$ cat src/rtl/fp_ci_mac_pkg.sv
// Shared types and helpers for the custom-instruction FP MAC unit.
package fp_ci_pkg;

  typedef enum logic [2:0] {
    OP_ADD     = 3'd0,
    OP_SUB     = 3'd1,
    OP_MUL     = 3'd2,
    OP_MAC     = 3'd3,
    OP_ACC_RD  = 3'd4,
    OP_ACC_CLR = 3'd5,
    OP_ACC_LD  = 3'd6,
    OP_RSVD    = 3'd7
  } ci_op_e;

  typedef enum logic [1:0] {
    ST_IDLE     = 2'd0,
    ST_MUL_WAIT = 2'd1,
    ST_ADD_WAIT = 2'd2,
    ST_FIN      = 2'd3
  } ci_state_e;

  localparam logic [31:0] FP32_ZERO = 32'h0000_0000;

  // Accumulator index width; a single accumulator still gets one (ignored) index bit.
  function automatic int unsigned idx_width(input int unsigned num_acc);
    return (num_acc > 1) ? $clog2(num_acc) : 1;
  endfunction

  function automatic int unsigned max_u(input int unsigned a, input int unsigned b);
    return (a > b) ? a : b;
  endfunction

endpackage

$ cat src/rtl/fp_ci_mac_if.sv
// CPU custom-instruction handshake between the core and the FP MAC unit.
interface fp_ci_mac_if #(
  parameter int unsigned N_W = 5
);
  logic           clk_en;
  logic           reset_req;
  logic           start;
  logic [N_W-1:0] n;
  logic [31:0]    dataa;
  logic [31:0]    datab;
  logic           done;
  logic [31:0]    result;

  modport master (
    output clk_en, reset_req, start, n, dataa, datab,
    input  done, result
  );

  modport slave (
    input  clk_en, reset_req, start, n, dataa, datab,
    output done, result
  );
endinterface

$ cat src/rtl/fp_ci_mac_lat_counter.sv
// Loadable down-counter timing the external core latencies; advances only on enabled cycles.
module ci_lat_counter #(
  parameter int unsigned W = 3
) (
  input  logic         clk,
  input  logic         reset_n,
  input  logic         en,
  input  logic         load,
  input  logic [W-1:0] load_val,
  output logic         zero_c
);

  logic [W-1:0] cnt;

  always_ff @(posedge clk or negedge reset_n) begin
    if (!reset_n) begin
      cnt <= '0;
    end else if (en) begin
      if (load) begin
        cnt <= load_val;
      end else if (cnt != '0) begin
        cnt <= cnt - W'(1);
      end
    end
  end

  assign zero_c = (cnt == '0);

endmodule

$ cat src/rtl/fp_ci_mac.sv
// Multi-cycle CI FP unit: ADD/SUB/MUL through external cores plus MAC into local fp32 accumulators.
module fp_ci_mac
  import fp_ci_pkg::*;
#(
  parameter int unsigned ADD_LAT = 7,
  parameter int unsigned MUL_LAT = 5,
  parameter int unsigned NUM_ACC = 4
) (
  input  logic        clk,
  input  logic        reset_n,
  fp_ci_mac_if.slave  ci,
  output logic        core_en,
  output logic [31:0] add_a,
  output logic [31:0] add_b,
  output logic        add_op,
  input  logic [31:0] add_res,
  output logic [31:0] mul_a,
  output logic [31:0] mul_b,
  input  logic [31:0] mul_res
);

  localparam int unsigned IDX_W = idx_width(NUM_ACC);
  localparam int unsigned N_W   = 3 + IDX_W;
  localparam int unsigned CNT_W = $clog2(max_u(ADD_LAT, MUL_LAT) + 1);
  localparam logic [IDX_W-1:0] IDX_MASK = IDX_W'(NUM_ACC - 1);

  ci_state_e        state;
  ci_op_e           op_q;
  ci_op_e           op_in_c;
  logic [IDX_W-1:0] idx_q;
  logic [IDX_W-1:0] idx_in_c;
  logic [IDX_W-1:0] rd_idx_c;
  logic [IDX_W-1:0] wr_idx_c;
  logic [31:0]      acc_q [NUM_ACC];
  logic [31:0]      acc_rd_c;
  logic [31:0]      acc_wd_c;
  logic             acc_we_c;
  logic             go_c;
  logic             step_c;
  logic             mac_turn_c;
  logic             mac_wr_c;
  logic             cnt_load_c;
  logic             cnt_zero_c;
  logic [CNT_W-1:0] cnt_val_c;

  assign core_en  = ci.clk_en;
  assign op_in_c  = ci_op_e'(ci.n[2:0]);
  assign idx_in_c = ci.n[N_W-1:3] & IDX_MASK;

  // An enabled, non-aborted cycle is the only one in which anything may advance.
  assign step_c     = ci.clk_en && !ci.reset_req;
  assign go_c       = step_c && (state == ST_IDLE) && ci.start;
  assign mac_turn_c = step_c && (state == ST_MUL_WAIT) && cnt_zero_c && (op_q == OP_MAC);
  assign mac_wr_c   = step_c && (state == ST_ADD_WAIT) && cnt_zero_c && (op_q == OP_MAC);

  // Single read port: the live index while idle (1-cycle ops), the latched one while busy.
  assign rd_idx_c = (state == ST_IDLE) ? idx_in_c : idx_q;
  assign acc_rd_c = acc_q[rd_idx_c];

  // Counter load: the adder latency for ADD/SUB and the MAC second leg, else the multiplier's.
  always_comb begin
    cnt_load_c = 1'b0;
    cnt_val_c  = CNT_W'(MUL_LAT);
    if (mac_turn_c) begin
      cnt_load_c = 1'b1;
      cnt_val_c  = CNT_W'(ADD_LAT);
    end else if (go_c) begin
      case (op_in_c)
        OP_ADD, OP_SUB: begin
          cnt_load_c = 1'b1;
          cnt_val_c  = CNT_W'(ADD_LAT);
        end
        OP_MUL, OP_MAC: begin
          cnt_load_c = 1'b1;
          cnt_val_c  = CNT_W'(MUL_LAT);
        end
        default: cnt_load_c = 1'b0;
      endcase
    end
  end

  ci_lat_counter #(
    .W (CNT_W)
  ) u_lat_counter (
    .clk      (clk),
    .reset_n  (reset_n),
    .en       (ci.clk_en),
    .load     (cnt_load_c),
    .load_val (cnt_val_c),
    .zero_c   (cnt_zero_c)
  );

  // Accumulator write port: CLR/LD at start, MAC when the adder result lands.
  always_comb begin
    acc_we_c = 1'b0;
    wr_idx_c = idx_in_c;
    acc_wd_c = FP32_ZERO;
    if (go_c && (op_in_c == OP_ACC_CLR)) begin
      acc_we_c = 1'b1;
    end else if (go_c && (op_in_c == OP_ACC_LD)) begin
      acc_we_c = 1'b1;
      acc_wd_c = ci.dataa;
    end else if (mac_wr_c) begin
      acc_we_c = 1'b1;
      wr_idx_c = idx_q;
      acc_wd_c = add_res;
    end
  end

  always_ff @(posedge clk or negedge reset_n) begin
    if (!reset_n) begin
      for (int unsigned i = 0; i < NUM_ACC; i++) begin
        acc_q[i] <= FP32_ZERO;
      end
    end else if (acc_we_c) begin
      acc_q[wr_idx_c] <= acc_wd_c;
    end
  end

  // Control FSM with registered handshake outputs and core operand ports.
  always_ff @(posedge clk or negedge reset_n) begin
    if (!reset_n) begin
      state     <= ST_IDLE;
      op_q      <= OP_ADD;
      idx_q     <= '0;
      ci.done   <= 1'b0;
      ci.result <= FP32_ZERO;
      add_a     <= FP32_ZERO;
      add_b     <= FP32_ZERO;
      add_op    <= 1'b0;
      mul_a     <= FP32_ZERO;
      mul_b     <= FP32_ZERO;
    end else if (ci.clk_en) begin
      if (ci.reset_req) begin
        state   <= ST_IDLE;
        ci.done <= 1'b0;
      end else begin
        case (state)
          ST_IDLE: begin
            ci.done <= 1'b0;
            if (ci.start) begin
              op_q  <= op_in_c;
              idx_q <= idx_in_c;
              case (op_in_c)
                OP_ADD, OP_SUB: begin
                  add_a  <= ci.dataa;
                  add_b  <= ci.datab;
                  add_op <= (op_in_c == OP_SUB);
                  state  <= ST_ADD_WAIT;
                end
                OP_MUL, OP_MAC: begin
                  mul_a <= ci.dataa;
                  mul_b <= ci.datab;
                  state <= ST_MUL_WAIT;
                end
                OP_ACC_RD: begin
                  ci.result <= acc_rd_c;
                  ci.done   <= 1'b1;
                  state     <= ST_FIN;
                end
                OP_ACC_LD: begin
                  ci.result <= ci.dataa;
                  ci.done   <= 1'b1;
                  state     <= ST_FIN;
                end
                default: begin
                  ci.result <= FP32_ZERO;
                  ci.done   <= 1'b1;
                  state     <= ST_FIN;
                end
              endcase
            end
          end
          ST_MUL_WAIT: begin
            if (cnt_zero_c) begin
              if (op_q == OP_MAC) begin
                add_a  <= mul_res;
                add_b  <= acc_rd_c;
                add_op <= 1'b0;
                state  <= ST_ADD_WAIT;
              end else begin
                ci.result <= mul_res;
                ci.done   <= 1'b1;
                state     <= ST_FIN;
              end
            end
          end
          ST_ADD_WAIT: begin
            if (cnt_zero_c) begin
              ci.result <= add_res;
              ci.done   <= 1'b1;
              state     <= ST_FIN;
            end
          end
          default: begin
            ci.done <= 1'b0;
            state   <= ST_IDLE;
          end
        endcase
      end
    end
  end

endmodule

$ cat src/flat_wrapper.sv
// flat-port wrapper written by rule: the top's interface ports become plain ports
module fp_ci_mac_flat import fp_ci_pkg::*;
#(
  parameter int unsigned ADD_LAT = 7,
  parameter int unsigned MUL_LAT = 5,
  parameter int unsigned NUM_ACC = 4
)
  (clk, reset_n, core_en, add_a, add_b, add_op, add_res, mul_a, mul_b, mul_res, ci_clk_en, ci_reset_req, ci_start, ci_n, ci_dataa, ci_datab, ci_done, ci_result);
  fp_ci_mac_if #(.N_W((5))) ci_i ();
  input  logic clk;
  input  logic reset_n;
  output logic core_en;
  output logic [31:0] add_a;
  output logic [31:0] add_b;
  output logic add_op;
  input  logic [31:0] add_res;
  output logic [31:0] mul_a;
  output logic [31:0] mul_b;
  input  logic [31:0] mul_res;
  input wire logic [$bits(ci_i.clk_en)-1:0] ci_clk_en;
  input wire logic [$bits(ci_i.reset_req)-1:0] ci_reset_req;
  input wire logic [$bits(ci_i.start)-1:0] ci_start;
  input wire logic [$bits(ci_i.n)-1:0] ci_n;
  input wire logic [$bits(ci_i.dataa)-1:0] ci_dataa;
  input wire logic [$bits(ci_i.datab)-1:0] ci_datab;
  output wire logic [$bits(ci_i.done)-1:0] ci_done;
  output wire logic [$bits(ci_i.result)-1:0] ci_result;
  assign ci_i.clk_en = ci_clk_en;
  assign ci_i.reset_req = ci_reset_req;
  assign ci_i.start = ci_start;
  assign ci_i.n = ci_n;
  assign ci_i.dataa = ci_dataa;
  assign ci_i.datab = ci_datab;
  assign ci_done = ci_i.done;
  assign ci_result = ci_i.result;
  fp_ci_mac #(.ADD_LAT(ADD_LAT), .MUL_LAT(MUL_LAT), .NUM_ACC(NUM_ACC)) u_core (.clk(clk), .reset_n(reset_n), .ci(ci_i), .core_en(core_en), .add_a(add_a), .add_b(add_b), .add_op(add_op), .add_res(add_res), .mul_a(mul_a), .mul_b(mul_b), .mul_res(mul_res));
endmodule
$ cat config.mk
export PLATFORM = sky130hd
export DESIGN_NAME = fp_ci_mac_flat
export DESIGN_NICKNAME = d
export VERILOG_FILES = /design/src/rtl/fp_ci_mac_pkg.sv /design/src/rtl/fp_ci_mac_if.sv /design/src/rtl/fp_ci_mac_lat_counter.sv /design/src/rtl/fp_ci_mac.sv /design/src/flat_wrapper.sv
export SDC_FILE = /design/constraint.sdc
export NUM_CORES = 1
export LEC_CHECK = 0
export BUFFER_PORTS_ARGS = -buffer_cell sky130_fd_sc_hd__buf_2
export CAP_MARGIN = 30
export CORE_MARGIN = 5
export CORE_UTILIZATION = 30
export DETAILED_ROUTE_END_ITERATION = 16
export GPL_TIMING_DRIVEN = 0
export SLEW_MARGIN = 5
export SYNTH_ARGS = -nofsm -noshare
export SYNTH_HDL_FRONTEND = slang
export SYNTH_SLANG_ARGS = --single-unit
$ cat constraint.sdc
create_clock -name clk -period 5.95 [get_ports clk]
set_input_delay 1.19 -clock clk [delete_from_list [all_inputs] [get_ports clk]]
set_output_delay 1.19 -clock clk [all_outputs]
set_load 0.05 [all_outputs]
* After elaboration in Yosys (flattened, before gate mapping)
Cells that the tools add are included.
Operators by class: bitwise operators 3, shift-type cells 0, reductions and logical operators 30, $mul 0, $lt $le $gt $ge 3, div/mod/pow operators 0, $add $sub $neg 1, equal/unequal tests 20, mux-type cells 59
Operators by type and width (number):
- two-way mux 32 bit | 18
- case mux 32 bit (3 select lines) | 2
- bitwise mux 128 bit | 1
- case mux 32 bit (2 select lines) | 2
- binary-select mux 32 bit (select 2 bit) | 1
- demux 32 bit (select 2 bit) | 1
- two-way mux 2 bit | 9
- two-way mux 1 bit | 17
- logical AND 1 bit | 12
- two-way mux 3 bit | 4
- AND reduction 4 bit | 3
- != test 2 bit (second input constant) | 5
- == test 3 x 2 -> 1 bit (second input constant) | 3
- == test 3 bit (second input constant) | 3
- AND reduction 8 bit | 1
- AND reduction 7 bit | 1
- greater-or-equal comparator 3 bit (second input constant) | 2
- logical NOT 3 bit | 2
- != test 3 x 2 -> 1 bit (second input constant) | 2
- != test 3 bit (second input constant) | 2
- NOT 2 -> 3 bit | 2
- case mux 2 bit (3 select lines) | 1
- nonzero test 3 bit | 2
- AND reduction 5 bit | 1
- other kinds (16) | 19
Word-level totals: input bits 138, ROM bits 0, memories kept 0, RAM bits 0, word-level logic and storage cells 131, bits in registers 300, bits in latches 0

* Logic depth before layout (Yosys ltp)
depth in word-level cells 14, mapped depth 9, gate-level depth less buffers 6

* Hierarchy
From an unflattened synthesis, not the netlist that was laid out.
Unflattened totals: cell total of the unflattened synthesis 1190, area, all modules 14485.1 µm²
By module, submodules not included:
- fp_ci_mac | area an instance 14259.9 µm², times used 1, cells each 1166
- ci_lat_counter | area an instance 225.2 µm², times used 1, cells each 24

* Least setup slack after synthesis
OpenSTA, ideal clock, no wires.
path kind input to register, start input ci_n[3], end register u_core.add_b[10], data arrival time 2837 ps, path buffers 1, path slack 2988 ps, cell stages on the path 5, cells stage by stage mux2i_2 buf_6 mux4_2 mux2_2 mux2_2
Between the ends: longest elaborated chain between the ends 8
RTL lines:
- from (decl) | RTL line flat_wrapper.sv:23 | input wire logic [$bits(ci_i.n)-1:0] ci_n;
- two-way mux 2 bit | RTL line fp_ci_mac.sv:57 | assign rd_idx_c = (state == ST_IDLE) ? idx_in_c : idx_q;
- NOT 2 -> 3 bit (implied by the code) | RTL line fp_ci_mac.sv:58 | assign acc_rd_c = acc_q[rd_idx_c];
- binary-select mux 32 bit (select 2 bit) | RTL line fp_ci_mac.sv:58
- two-way mux 32 bit (implied by the code) (2 in a row) | RTL line fp_ci_mac.sv:58
- two-way mux 32 bit | RTL line fp_ci_mac.sv:176 | if (op_q == OP_MAC) begin
- two-way mux 32 bit | RTL line fp_ci_mac.sv:175 | if (cnt_zero_c) begin
- case mux 32 bit (2 select lines) | RTL line fp_ci_mac.sv:138 | case (state)
- to (signal assigned) | RTL line fp_ci_mac.sv:147 | add_b <= ci.datab;
- to (signal assigned) | RTL line fp_ci_mac.sv:178 | add_b <= acc_rd_c;
- to (decl) | RTL line fp_ci_mac.sv:14 | output logic [31:0] add_b,
Every way passes these cells. The select of a mux whose other input is x is not followed. A chain may end at the register's enable or synchronous reset.

* Worst setup path after layout
start register u_core.state[1], end register u_core.add_b[25]
Between the ends: longest elaborated chain between the ends 9, elaborated cells on any way between the ends 16, classes of those cells 5 x eq/ne; 7 x mux; 1 x bitwise; 3 x reduce/logical
RTL lines:
- from (decl) | RTL line fp_ci_mac.sv:27 | ci_state_e state;
- from (signal assigned) | RTL line fp_ci_mac.sv:123 | state <= ST_IDLE;
- from (signal assigned) | RTL line fp_ci_mac.sv:135 | state <= ST_IDLE;
- from (signal assigned) | RTL line fp_ci_mac.sv:149 | state <= ST_ADD_WAIT;
- logical NOT 2 bit | RTL line fp_ci_mac.sv:57, fp_ci_mac.sv:138
- two-way mux 2 bit | RTL line fp_ci_mac.sv:57
- NOT 2 -> 3 bit (implied by the code) | RTL line fp_ci_mac.sv:58
- binary-select mux 32 bit (select 2 bit) | RTL line fp_ci_mac.sv:58
- two-way mux 32 bit (implied by the code) (2 in a row) | RTL line fp_ci_mac.sv:58
- two-way mux 32 bit | RTL line fp_ci_mac.sv:176
- two-way mux 32 bit | RTL line fp_ci_mac.sv:175
- case mux 32 bit (2 select lines) | RTL line fp_ci_mac.sv:138
Parallel ways exist; a longest one is shown, timed or not. The select of a mux whose other input is x is not followed.

==> results.sh <==
export IMPL_syn_inst=1236
export IMPL_synth_edf_count=0
export IMPL_power_leakage_nw=9.270
export IMPL_cts_sinks=300
export IMPL_swShare_pct=47.40
export IMPL_rsz0062_at_grt="false"
export IMPL_ys_warn_count=0
export IMPL_fin_worst_skew_ps=16.37
export IMPL_cts_hold_buf=0
export IMPL_ios=301
export IMPL_worst_slew_pin_slew_ps=1030
export IMPL_vdd_drop_max_mv=0.3203
export IMPL_synth_nets=1380
export IMPL_fin_nets=1722
export IMPL_cts_max_level=2
export IMPL_routed_wl_um=56260
export IMPL_wl_per_cell_um=24.63
export IMPL_vias=11984
export IMPL_slew_viol_final=0
export IMPL_grt_pass1_wl_um=83470
export IMPL_min_path_type="reg -> reg"
export IMPL_status="complete, no violations"
export IMPL_cts_tree="built"
export IMPL_place_ws_ps=2059
export IMPL_cts_buffers=38
export IMPL_syn_area_per_cell_um2=12.54
export IMPL_cts_repair_resized=0
export IMPL_seqPwrFrac_pct=28.0
export IMPL_drtPass1Iterations=5
export IMPL_cts_setup_buffers=0
export IMPL_critical_path_class="reg -> reg"
export IMPL_gp_congestion=0.8208
export IMPL_worst_setup_path_end_kind="flop"
export IMPL_ant_nets=0
export IMPL_hpwlAfterDp_um=39940
export IMPL_synth_flop_cell="dfrtp_1"
export IMPL_start_util_pct=30.22
export IMPL_period_share_pct=58.22
export IMPL_worst_slack_ps=2486
export IMPL_clk_pin_slew_ps=50
export IMPL_yosysSeqAreaShare_pct=48.42
export IMPL_finalPower_mw=10.23
export IMPL_synth_top_area_share_pct=48.42
export IMPL_power_frac_comb_pct=49.8
export IMPL_synth_distinct_cells=52
export IMPL_drcViolationCount=0
export IMPL_syn_area_mm2=0.01550
export IMPL_drive_above_1_share_pct=47.66
export IMPL_p_per_area_mw_per_mm2=534.1
export IMPL_fmax_ghz=0.2887
export IMPL_die_area_mm2=0.05633
export IMPL_cp_start_kind="flop"
export IMPL_async_reset_ff_share_pct=100.0
export IMPL_internal_power_mw=5.378
export IMPL_placementRows=83
export IMPL_fin_setup_tns_ps=0
export IMPL_fp_dieW_um=237.3
export IMPL_grt_pass1_vias=12804
export IMPL_drt_iter0_drc=847
export IMPL_critical_path_required_ps=6380
export IMPL_final_setup_viol_count=0
export IMPL_hold_viol_final=0
export IMPL_p_sw_mw=4.847
export IMPL_cts_buffer_depth=3
export IMPL_holdWs_ps=483.2
export IMPL_fillers=5095
export IMPL_grt_max_degree=110
export IMPL_synth_area_leaders="dfrtp_1 48%, mux2_2 24%, mux4_2 4.6%"
export IMPL_max_slew_margin_pct=31.21
export IMPL_critPathArrivalTime_ps=3890
export IMPL_p_clk_share_pct=22.2
export IMPL_yosys_top_cells_count="326 x mux2_2, 300 x dfrtp_1, 84 x nand2_1"
export IMPL_period_minus_slack_ps=3464
export IMPL_die_h_um=237.3
export IMPL_post_drt_via_cell_ratio=5.247
export IMPL_core_area_mm2=0.05130
export IMPL_finish_utilization_pct=37.32
export IMPL_insertion_delay_ps=560
export IMPL_antenna_found_initial=4
export IMPL_synth_top_area_cell="dfrtp_1"
export IMPL_syn2layout_area_growth_pct=23.47
export IMPL_ys_seq_elements=300
export IMPL_root_buffer="clkbuf_16"
export IMPL_numPortBuffers=298
export IMPL_grt_overflow=0
export IMPL_grt_usage_pct=19.37
export IMPL_cp_max_fo=10
export IMPL_drv_cap=0
export IMPL_synth_most_common_cell="mux2_2"
per-layer routing:
layer	global-route usage (%)	routed length [um]	vias to the layer above
li1	-	-	5294
met1	25.65	24090	6112
met2	31.45	26430	487
met3	5.325	4407	85
met4	5.317	1307	6
met5	0	27	-
cell usage in the layout, fill, tap and decap left out, types with 3 or more instances in the layout:
| cell type | Yosys | layout |
|---|---|---|
| o31ai_1 | 32 | 32 |
| clkbuf_16 | 0 | 39 |
| o211ai_1 | 32 | 32 |
| dfrtp_1 | 300 | 300 |
| inv_1 | 39 | 39 |
| nand4_1 | 5 | 5 |
| a221oi_1 | 32 | 32 |
| mux2_1 | 30 | 30 |
| nor3_1 | 3 | 3 |
| ha_1 | 6 | 6 |
| clkinv_2 | 0 | 3 |
| a21o_1 | 32 | 32 |
| mux2_2 | 326 | 326 |
| nand2b_1 | 3 | 3 |
| buf_6 | 9 | 10 |
| clkbuf_1 | 55 | 66 |
| o2bb2ai_1 | 32 | 32 |
| mux4_2 | 32 | 32 |
| buf_1 | 6 | 6 |
| nor2_1 | 3 | 3 |
| buf_2 | 33 | 330 |
| nand2_1 | 84 | 84 |
| o21ai_0 | 35 | 35 |
| clkbuf_8 | 0 | 7 |
| nand3_1 | 67 | 67 |
power groups by stage:
stage | logic (mW) | clock network, mW | registers [mW]
6_report | 5.10 | 2.27 | 2.86
5_1_grt | 5.37 | 2.41 | 2.94
4_1_cts | 5.12 | 2.32 | 2.87
3_5_place_dp | 5.10 | 0 | 2.89
3_3_place_gp | 5.05 | 0 | 2.87
2_1_floorplan | 1.80 | 0 | 4.65
final timing paths:
kind	from	endpoint	slack, ps	depth (start not counted)
setup / recovery	u_core.state[1]$_DFFE_PN0P_	u_core.add_b[25]$_DFFE_PN0P_	2490	8
hold / removal	u_core.ci.result[21]$_DFFE_PN0P_	u_core.ci.result[21]$_DFFE_PN0P_	480	1
setup reg to reg	u_core.state[1]$_DFFE_PN0P_	u_core.add_b[25]$_DFFE_PN0P_	2490	8
hold reg to reg	u_core.ci.result[21]$_DFFE_PN0P_	u_core.ci.result[21]$_DFFE_PN0P_	480	1
max in group asynchronous	reset_n	u_core.add_b[16]$_DFFE_PN0P_	4160	2
min in group asynchronous	reset_n	u_core.ci.result[2]$_DFFE_PN0P_	640	1
sequential cells by signal, indices dropped and copies added, names as in the netlist:
signal / count
u_core.u_lat_counter.cnt: 3
u_core.ci.result: 32
u_core.add_op: 1
u_core.idx_q: 2
u_core.state: 2
u_core.mul_a: 32
u_core.add_b: 32
u_core.mul_b: 32
u_core.add_a: 32
u_core.acc_q: 128
u_core.op_q: 3
u_core.ci.done: 1
cell families (layout without fill, tap and decap cells):
family / after synthesis / count (layout) / synth area share (%)
buf+inv: 144 / 511 / 4.237
simple gates: 181 / 181 / 5.576
compound gates: 212 / 212 / 10.46
flops: 300 / 300 / 48.42
mux: 390 / 390 / 30.66
fa+ha+maj: 6 / 6 / 0.4842
other cells: 0 / 1 / 0
xor+xnor: 3 / 3 / 0.1695
per-stage QoR:
stage / instances / instance area (um2)
global route: 2283 / 19140
floorplan: 1236 / 15500
detailed placement: 2218 / 17940
finish: 2284 / 19140
CTS: 2283 / 19140
global placement: 2214 / 17850
worst max-delay path: stages (launching register included):
cell	delay [ps]
dfrtp_1	410
inv_1	90
ha_1	160
buf_4	200
mux2i_1	740
clkbuf_1	730
mux4_2	470
mux2_2	280
mux2_2	260
final cells by class:
| class | instances | area, um2 | area share (%) |
|---|---|---|---|
| repair buffers | 302 | 1583 | 8.268 |
| clock buffers | 57 | 1114 | 5.817 |
| multi-input cells | 792 | 7341 | 38.35 |
| flip-flops and latches | 300 | 7507 | 39.22 |
| clock inverters | 8 | 88.84 | 0.4641 |
| plain buffers | 105 | 510.5 | 2.667 |
| well taps | 680 | 850.8 | 4.444 |
| diodes | 1 | 2.502 | 0.01307 |
| inverters | 39 | 146.4 | 0.7647 |
No activity file was read; power rests on OpenSTA's default activity.
